`src/rtl/display_scan_ctrl.sv`:
```
// display_scan_ctrl: time-multiplexed 7-segment scan controller.
// A prescaler paces digit slots; digit data is double-buffered (shadow/active)
// so the displayed frame only changes at a frame wrap.
// Optional feature macro: LEADING_ZERO_BLANK_EN (blank leading zero digits).
module display_scan_ctrl #(
    parameter int unsigned CLK_DIV    = 100000,
    parameter int unsigned NUM_DIGITS = 8
) (
    input  logic        clk,
    input  logic        rst_n,
    input  logic        en,
    input  logic [31:0] data_in,
    input  logic [7:0]  dp_in,
    input  logic [7:0]  blank_in,
    input  logic        load,
    output logic [2:0]  sel,
    output logic        sel_en,
    output logic [6:0]  seg_n,
    output logic        dp_n,
    output logic        pending,
    output logic        frame_done
);

    localparam int unsigned      CNT_W   = (CLK_DIV > 1) ? $clog2(CLK_DIV) : 1;
    localparam logic [CNT_W-1:0] CNT_MAX = CNT_W'(CLK_DIV - 1);
    localparam logic [2:0]       SEL_MAX = 3'(NUM_DIGITS - 1);

    logic [CNT_W-1:0] r_cnt;
    logic [2:0]       r_sel;
    logic             r_sel_en;
    logic [6:0]       r_seg_n;
    logic             r_dp_n;
    logic             r_pending;
    logic             r_frame_done;
    logic [31:0]      r_act_data;
    logic [7:0]       r_act_dp;
    logic [7:0]       r_act_blank;
    logic [31:0]      r_sh_data;
    logic [7:0]       r_sh_dp;
    logic [7:0]       r_sh_blank;

    logic             w_tick;
    logic             w_wrap;
    logic [2:0]       w_sel_nxt;
    logic [31:0]      w_act_data_nxt;
    logic [7:0]       w_act_dp_nxt;
    logic [7:0]       w_act_blank_nxt;
    logic [3:0]       w_nib;
    logic             w_blank;
    logic             w_dp;
    logic             w_lz;

    // Hex nibble to active-low {g,f,e,d,c,b,a}
    function automatic logic [6:0] hex_seg(input logic [3:0] nib);
        logic [6:0] s;
        case (nib)
            4'h0: s = 7'h40;
            4'h1: s = 7'h79;
            4'h2: s = 7'h24;
            4'h3: s = 7'h30;
            4'h4: s = 7'h19;
            4'h5: s = 7'h12;
            4'h6: s = 7'h02;
            4'h7: s = 7'h78;
            4'h8: s = 7'h00;
            4'h9: s = 7'h10;
            4'hA: s = 7'h08;
            4'hB: s = 7'h03;
            4'hC: s = 7'h46;
            4'hD: s = 7'h21;
            4'hE: s = 7'h06;
            default: s = 7'h0E;
        endcase
        return s;
    endfunction

    assign w_tick    = en && (r_cnt == CNT_MAX);
    assign w_wrap    = w_tick && (r_sel == SEL_MAX);
    assign w_sel_nxt = !w_tick ? r_sel : ((r_sel == SEL_MAX) ? 3'd0 : r_sel + 3'd1);

    // Active register next value: direct commit on load-at-wrap, else shadow commit at wrap
    always_comb begin
        w_act_data_nxt  = r_act_data;
        w_act_dp_nxt    = r_act_dp;
        w_act_blank_nxt = r_act_blank;
        if (w_wrap && load) begin
            w_act_data_nxt  = data_in;
            w_act_dp_nxt    = dp_in;
            w_act_blank_nxt = blank_in;
        end else if (w_wrap && r_pending) begin
            w_act_data_nxt  = r_sh_data;
            w_act_dp_nxt    = r_sh_dp;
            w_act_blank_nxt = r_sh_blank;
        end
    end

    // Select the digit that will be shown alongside the next sel value
    assign w_nib   = w_act_data_nxt[{w_sel_nxt, 2'b00} +: 4];
    assign w_blank = w_act_blank_nxt[w_sel_nxt];
    assign w_dp    = w_act_dp_nxt[w_sel_nxt];

`ifdef LEADING_ZERO_BLANK_EN
    // Blank a non-zero-index digit when it and every digit above it is zero
    always_comb begin
        w_lz = 1'b0;
        if (w_sel_nxt != 3'd0) begin
            w_lz = 1'b1;
            for (int unsigned k = 0; k < NUM_DIGITS; k++) begin
                if ((3'(k) >= w_sel_nxt) && (w_act_data_nxt[4*k +: 4] != 4'h0)) begin
                    w_lz = 1'b0;
                end
            end
        end
    end
`else
    assign w_lz = 1'b0;
`endif

    // Prescaler and digit index; both freeze while disabled
    always_ff @(posedge clk or negedge rst_n) begin
        if (!rst_n) begin
            r_cnt        <= '0;
            r_sel        <= 3'd0;
            r_frame_done <= 1'b0;
        end else begin
            r_frame_done <= w_wrap;
            r_sel        <= w_sel_nxt;
            if (en) begin
                r_cnt <= w_tick ? '0 : r_cnt + CNT_W'(1);
            end
        end
    end

    // Shadow capture, active commit and pending flag
    always_ff @(posedge clk or negedge rst_n) begin
        if (!rst_n) begin
            r_act_data  <= '0;
            r_act_dp    <= '0;
            r_act_blank <= '0;
            r_sh_data   <= '0;
            r_sh_dp     <= '0;
            r_sh_blank  <= '0;
            r_pending   <= 1'b0;
        end else begin
            r_act_data  <= w_act_data_nxt;
            r_act_dp    <= w_act_dp_nxt;
            r_act_blank <= w_act_blank_nxt;
            if (load && !w_wrap) begin
                r_sh_data  <= data_in;
                r_sh_dp    <= dp_in;
                r_sh_blank <= blank_in;
                r_pending  <= 1'b1;
            end else if (w_wrap) begin
                r_pending  <= 1'b0;
            end
        end
    end

    // Registered drive outputs, aligned with sel
    always_ff @(posedge clk or negedge rst_n) begin
        if (!rst_n) begin
            r_sel_en <= 1'b0;
            r_seg_n  <= 7'h7F;
            r_dp_n   <= 1'b1;
        end else begin
            r_sel_en <= en;
            if (en && !w_blank && !w_lz) begin
                r_seg_n <= hex_seg(w_nib);
                r_dp_n  <= ~w_dp;
            end else begin
                r_seg_n <= 7'h7F;
                r_dp_n  <= 1'b1;
            end
        end
    end

    assign sel        = r_sel;
    assign sel_en     = r_sel_en;
    assign seg_n      = r_seg_n;
    assign dp_n       = r_dp_n;
    assign pending    = r_pending;
    assign frame_done = r_frame_done;

endmodule
```
`config.mk`:
```
export PLATFORM = sky130hd
export DESIGN_NAME = display_scan_ctrl
export DESIGN_NICKNAME = d
export VERILOG_FILES = /design/src/rtl/display_scan_ctrl.sv
export SDC_FILE = /design/constraint.sdc
export NUM_CORES = 1
export LEC_CHECK = 0
export BUFFER_PORTS_ARGS = -buffer_cell sky130_fd_sc_hd__clkbuf_2
export CORE_MARGIN = 5
export CORE_UTILIZATION = 59
export CTS_CLUSTER_SIZE = 20
export DETAILED_ROUTE_END_ITERATION = 7
export PLACE_DENSITY = 0.8
export SYNTH_ARGS = -nofsm -noshare
export SYNTH_HDL_FRONTEND = slang
export SYNTH_SLANG_ARGS = --single-unit
```
`constraint.sdc`:
```
create_clock -name clk -period 4.2 [get_ports clk]
set_clock_uncertainty 0.05 [all_clocks]
set_input_delay 1.26 -clock clk [delete_from_list [all_inputs] [get_ports clk]]
set_output_delay 1.26 -clock clk [all_outputs]
set_load 0.05 [all_outputs]
```
After elaboration in Yosys (flattened, before gate mapping)
Memories as Yosys holds them, arrays and structs flattened.
Cells that the tools add are included.
Storage, ports and cells
  ROM bits: 112
  logic and storage cells: 47
  bits of input ports: 52
  memories kept: 1
  bits in registers: 127
  output and inout bits: 14
Operators by class
  reduce and logical (&&, ||, !) cells: 9
  magnitude comparators: 1
  eq/ne operators: 2
  mux-type cells: 17
  $add $sub $neg: 2
  shift operators: 1
  bitwise operators: 1
Memories
  (no name shown): depth 16, bits a word 7, read ports 1, clocked after Yosys merged registers in 0, write ports 0, line 56  | case (nib)
Operator list (number)
  32-bit two-way mux: 2
  8-bit two-way mux: 4
  32-bit by 6-bit variable part select with 4-bit output: 1
  17-bit by 1-bit adder with 17-bit output (second input constant): 1
  17-bit equality test (second input constant): 1
  17-bit two-way mux: 1
  7-bit two-way mux: 1
  1-bit binary-select mux with 3-bit select: 2
  1-bit logical AND: 6
  3-bit two-way mux: 2
  1-bit two-way mux: 5
  3-bit by 4-bit less-than comparator with 1-bit output (second input constant): 1
  3-bit by 1-bit adder with 3-bit output (second input constant): 1
  3-bit equality test (second input constant): 1
  1-bit zero test: 2
  2-bit nonzero test: 1
  1-bit NOT: 1

Depth between registers and ports, before layout
  depth after elaboration: 11
  gate-level depth with buffers: 15

Least setup slack after synthesis
No wires, ideal clock.
  kind: input-to-reg
  start point: in en
  end point: reg r_seg_n[0], in the netlist seg_n[0]
  library setup time: 84 ps
  setup slack: 127 ps
  arrival: 3939 ps
  stages on the path: 14
  path buffers: 1
  path through: nand2_1 or3_4 nor3_4 buf_6 mux2i_1 a21oi_2 o22ai_1 or4_4 inv_1 ha_1 inv_1 or3_1 a21o_1 o2111ai_1
RTL lines
  from (decl): line 11  | input logic en,
  1-bit logical AND (*): line 77  | assign w_tick = en && (r_cnt == CNT_MAX);
  1-bit logical AND (*): line 78  | assign w_wrap = w_tick && (r_sel == SEL_MAX);
  1-bit logical AND: line 90  | end else if (w_wrap && r_pending) begin
  32-bit two-way mux: line 90
  32-bit two-way mux (*): line 86  | if (w_wrap && load) begin
  named net w_act_data_nxt[9]: line 45  | logic [31:0] w_act_data_nxt;
  32-bit by 6-bit variable part select with 4-bit output (*): line 98  | assign w_nib = w_act_data_nxt[{w_sel_nxt, 2'b00} +: 4];
  memory 16 x 7 bit (*)
  7-bit two-way mux (*): line 167  | if (en && !w_blank && !w_lz) begin
  to (signal assigned): line 168  | r_seg_n <= hex_seg(w_nib);
  to (decl): line 31  | logic [6:0] r_seg_n;
The timed path passes the listed nets; every way through them passes the cells marked *. The select of a mux whose other input is x is not followed.
A chain may end at the register's enable or synchronous reset.

Worst setup path in the final report
  start point: reg r_cnt[5]
  end point: reg r_seg_n[1], in the netlist seg_n[1]
RTL lines
  from (decl): line 28  | logic [CNT_W-1:0] r_cnt;
  from (signal assigned): line 129  | r_cnt <= w_tick ? '0 : r_cnt + CNT_W'(1);
  17-bit equality test (*): line 77
  1-bit logical AND (*): line 77
  1-bit logical AND (*): line 78
  1-bit logical AND: line 90
  32-bit two-way mux: line 90
  32-bit two-way mux (*): line 86
  named net w_act_data_nxt[0]: line 45
  32-bit by 6-bit variable part select with 4-bit output (*): line 98
  memory 16 x 7 bit (*)
  7-bit two-way mux (*): line 167
Marked as above.

==> load_flow_metrics.sql <==
INSERT INTO impl_metrics (metric_group, metric, value, unit) VALUES
('synthesis', 'post_synth_mux_area_share', '16.5', '%'),
('clock_network', 'insertion_delay_of_the_later_clocked_pin_in_the_worst_skew_pair', '0.54', 'ns'),
('synthesis', 'yosysSeqAreaShare', '52.2', '%'),
('grt', 'grt_start_max_net_pins', '128', ''),
('timing', 'timing_max_transition_violations_final', '0', ''),
('floorplanning', 'die_area', '0.0125', 'mm²'),
('worst_setup_path', 'critical_path.startpoint_type', 'register', ''),
('timing', 'finalHoldWorstSlack', '0.457', 'ns'),
('grt', 'globalRouteMet2Util', '39.4', '%'),
('grt', 'congestion_overflow_gr', '0', ''),
('outcome', 'outcome', 'finished, final reports clean', ''),
('place', 'gp_congestion', '0.943', ''),
('power', 'power.density_cell_area', '421', 'mW/mm²'),
('synthesis', 'syn-cell-area', '0.00610', 'mm²'),
('routing', 'routed_wl', '14900', 'µm'),
('grt', 'grt_util_met3', '7.17', '%'),
('grt', 'grt_first_pass_wirelength', '24300', 'µm'),
('floorplanning', 'starting_utilization_of_the_core_area', '59.9', '%'),
('routing', 'wl_per_cell', '18.8', 'µm'),
('worst_setup_path', 'critical_path_class', 'reg -> reg', ''),
('timing', 'period_minus_slack', '3.98', 'ns'),
('grt', 'via_count_of_the_first_global_routing_pass', '4872', ''),
('worst_setup_path', 'timing.critical_path.required', '4.60', 'ns'),
('finish', 'nets', '706', ''),
('clock_network', 'numClockSinks', '127', ''),
('synthesis', 'synth_enable_flop_cells', '0', ''),
('place', 'port-buffer-count', '65', ''),
('finish', 'antenna-diode-count', '0', ''),
('clock_network', 'cts_root_buffer', 'sky130_fd_sc_hd__clkbuf_8', ''),
('synthesis', 'synth_simple_gate_area_share', '12.1', '%'),
('timing', 'timing_hold_violations_final', '0', ''),
('clock_network', 'cts.htree.levels', '4', ''),
('synthesis', 'synth_async_sr_flop_share', '100', '%'),
('synthesis', 'yosys.cell_types.count', '53', ''),
('synthesis', 'nets_in_the_synthesized_netlist', '613', ''),
('synthesis', 'compound_gate_portion_of_the_synthesized_area', '13.0', '%'),
('routing', 'remaining_drc_errors', '0', ''),
('timing', 'grt_setup_unrepaired', 'no', ''),
('grt', 'gr-usage-met1', '30.7', '%'),
('worst_setup_path', 'timing.critical_path.arrival', '4.39', 'ns'),
('place', 'placed_cell_area', '0.00680', 'mm²'),
('timing', 'final_cycle_share', '94.8', '%'),
('synthesis', 'yosys_most_used_dff', 'sky130_fd_sc_hd__dfrtp_1', ''),
('grt', 'grt_antenna_before_repair', '0', ''),
('floorplanning', 'die-width', '112', 'µm'),
('finish', 'finish.instance_area', '0.00744', 'mm²'),
('clock_network', 'clk_pin_slew', '0.06', 'ns'),
('place', 'place_hpwl', '10100', 'µm'),
('synthesis', 'share_of_the_synthesized_netlist_area_taken_by_xor_and_xnor_gates', '1.87', '%'),
('hold_path', 'worstHoldPathType', 'reg -> reg', ''),
('finish', 'filler_cell_count', '719', ''),
('grt', 'gr-max-usage-layer', 'met2', ''),
('synthesis', 'synth_top_family_by_area', 'multiplexers', ''),
('worst_setup_path', 'critPathCaptureType', 'register', ''),
('worst_setup_path', 'crit_path_end', 'seg_n[1]', ''),
('routing', 'antenna_violating_nets_left', '0', ''),
('floorplanning', 'floorplan.core_area', '0.0102', 'mm²'),
('finish', 'layout-drive-gt1-share', '31.3', '%'),
('clock_network', 'tritoncts_clock_tree', 'built', ''),
('floorplanning', 'rows', '37', ''),
('routing', 'route.detailed.vias_per_inst', '5.98', ''),
('power', 'vdd_ir_drop_max', '379', 'µV'),
('clock_network', 'post_cts.repair.setup_buffers', '0', ''),
('timing', 'achievable-frequency', '251', 'MHz'),
('clock_network', 'cts.repair.resized', '0', ''),
('worst_setup_path', 'crit_fanout', '15', ''),
('floorplanning', 'design.portCount', '66', ''),
('worst_setup_path', 'crit-reg2reg-launch', 'r_cnt[5]', ''),
('worst_setup_path', 'worst-r2r-cell-count', '14', ''),
('job', 'number_of_max_cap_violations', '0', ''),
('synthesis', 'post_synth.cell_area_avg', '11.1', 'µm²');
==> area by class of cell <==
class,instances,area [µm²],area share (%)
flip-flops and latches,127,3190,42.9
repair buffers,99,633,8.51
multi-input cells,391,2790,37.5
clock inverters,11,163,2.19
inverters,9,33.8,0.454
clock buffers,21,459,6.18
well taps,136,170,2.29
==> registers in the layout, indices dropped and copies added (netlist names) <==
signal,flops
r_sh_dp,8
seg_n,7
r_cnt,17
sel_en,1
r_sh_blank,8
r_act_dp,8
r_sh_data,32
pending,1
dp_n,1
r_act_blank,8
sel,3
frame_done,1
r_act_data,32
==> cells by family (layout without fill, tap and decap cells) <==
family | Yosys count | in the layout
flops | 127 | 127
buf+inv | 34 | 140
compound gates | 124 | 124
mux | 94 | 94
simple gates | 151 | 151
fa+ha+maj | 9 | 9
xor+xnor | 13 | 13
==> power breakdown <==
| part | total [mW] | leakage (nW) | internal, mW | switching (mW) |
|---|---|---|---|---|
| Combinational | 0.221 | 1.40 | 0.106 | 0.115 |
| Sequential | 1.37 | 1.62 | 1.31 | 0.0636 |
| Clock | 1.54 | 0.300 | 1.01 | 0.536 |
==> worst max-delay path, cell delays in order (launching register included) <==
cell                       delay [ns]
sky130_fd_sc_hd__dfrtp_1         0.42
sky130_fd_sc_hd__or4b_1          0.64
sky130_fd_sc_hd__or2_2           0.38
sky130_fd_sc_hd__nor3_4          0.25
sky130_fd_sc_hd__buf_12          0.19
sky130_fd_sc_hd__buf_4           0.17
sky130_fd_sc_hd__mux2i_1         0.08
sky130_fd_sc_hd__a21oi_1         0.26
sky130_fd_sc_hd__o22ai_1         0.18
sky130_fd_sc_hd__nor4_4          0.33
sky130_fd_sc_hd__inv_1           0.17
sky130_fd_sc_hd__ha_1            0.29
sky130_fd_sc_hd__o21ai_0         0.10
sky130_fd_sc_hd__buf_4           0.19
sky130_fd_sc_hd__o221ai_2        0.18
==> per-layer routing <==
| layer | vias to the layer above | part of all wire, % |
|---|---|---|
| li1 | 2187 | - |
| met1 | 2367 | 41 |
| met2 | 156 | 50 |
| met3 | 36 | 6.2 |
| met4 | 0 | 2.6 |
| met5 | - | 0 |
==> how the worst min path moves through the flow <==
stage	start	endpoint	depth (start not counted)
6_report	r_cnt[14]	r_cnt[14]	1
5_1_grt	r_sh_data[15]	r_sh_data[15]	1
4_1_cts	r_cnt[4]	r_cnt[4]	1
3_5_place_dp	r_sh_blank[5]	r_sh_blank[5]	1
3_3_place_gp	r_cnt[4]	r_cnt[4]	1
2_1_floorplan	r_cnt[4]	r_cnt[4]	1
==> metrics by stage <==
stage               TNS [ns]  util (%)  setup WS, ns  std cells
floorplan                  0         -         0.127        552
global placement     -0.0676      66.8       -0.0443        762
detailed placement    -0.524      66.8        -0.134        762
CTS                        0      72.9         0.199        794
global route               0      73.0        0.0492        794
finish                     0      73.0         0.218        794
==> synth_stat cells (4+ instances only) <==
cell type	number	share of area, %
sky130_fd_sc_hd__dfrtp_1	119	49
sky130_fd_sc_hd__nor2_1	77	4.7
sky130_fd_sc_hd__mux2_2	52	9.6
sky130_fd_sc_hd__mux2i_1	42	6.9
sky130_fd_sc_hd__a21oi_1	41	3.4
sky130_fd_sc_hd__nand2_1	18	1.1
sky130_fd_sc_hd__a211oi_1	16	2.0
sky130_fd_sc_hd__o22ai_1	15	1.5
sky130_fd_sc_hd__clkbuf_1	13	0.80
sky130_fd_sc_hd__nand3_1	13	1.1
sky130_fd_sc_hd__a21boi_0	11	1.4
sky130_fd_sc_hd__o21ai_0	10	0.82
sky130_fd_sc_hd__o21bai_1	10	1.2
sky130_fd_sc_hd__ha_1	9	1.8
sky130_fd_sc_hd__dfstp_2	8	3.4
sky130_fd_sc_hd__inv_1	8	0.49
sky130_fd_sc_hd__and3_1	7	0.72
sky130_fd_sc_hd__xor2_1	7	1.0
sky130_fd_sc_hd__nand4_1	6	0.62
sky130_fd_sc_hd__o211ai_1	6	0.74
sky130_fd_sc_hd__xnor2_1	6	0.86
sky130_fd_sc_hd__buf_1	5	0.31
sky130_fd_sc_hd__a31oi_1	4	0.41
sky130_fd_sc_hd__nor3_1	4	0.33
sky130_fd_sc_hd__or3_1	4	0.41
==> placed cells by master (no fill, tap or decap), drive strengths merged, types with 7 or more instances in the layout <==
master / n
dfrtp: 119
clkbuf: 85
nor2: 78
mux2: 52
mux2i: 42
a21oi: 42
buf: 35
nand2: 18
a211oi: 16
o22ai: 15
nand3: 13
a21boi: 12
o21ai: 11
o21bai: 10
ha: 9
inv: 9
dfstp: 8
and3: 7
xor2: 7
Power figures use the tool's default switching activity.
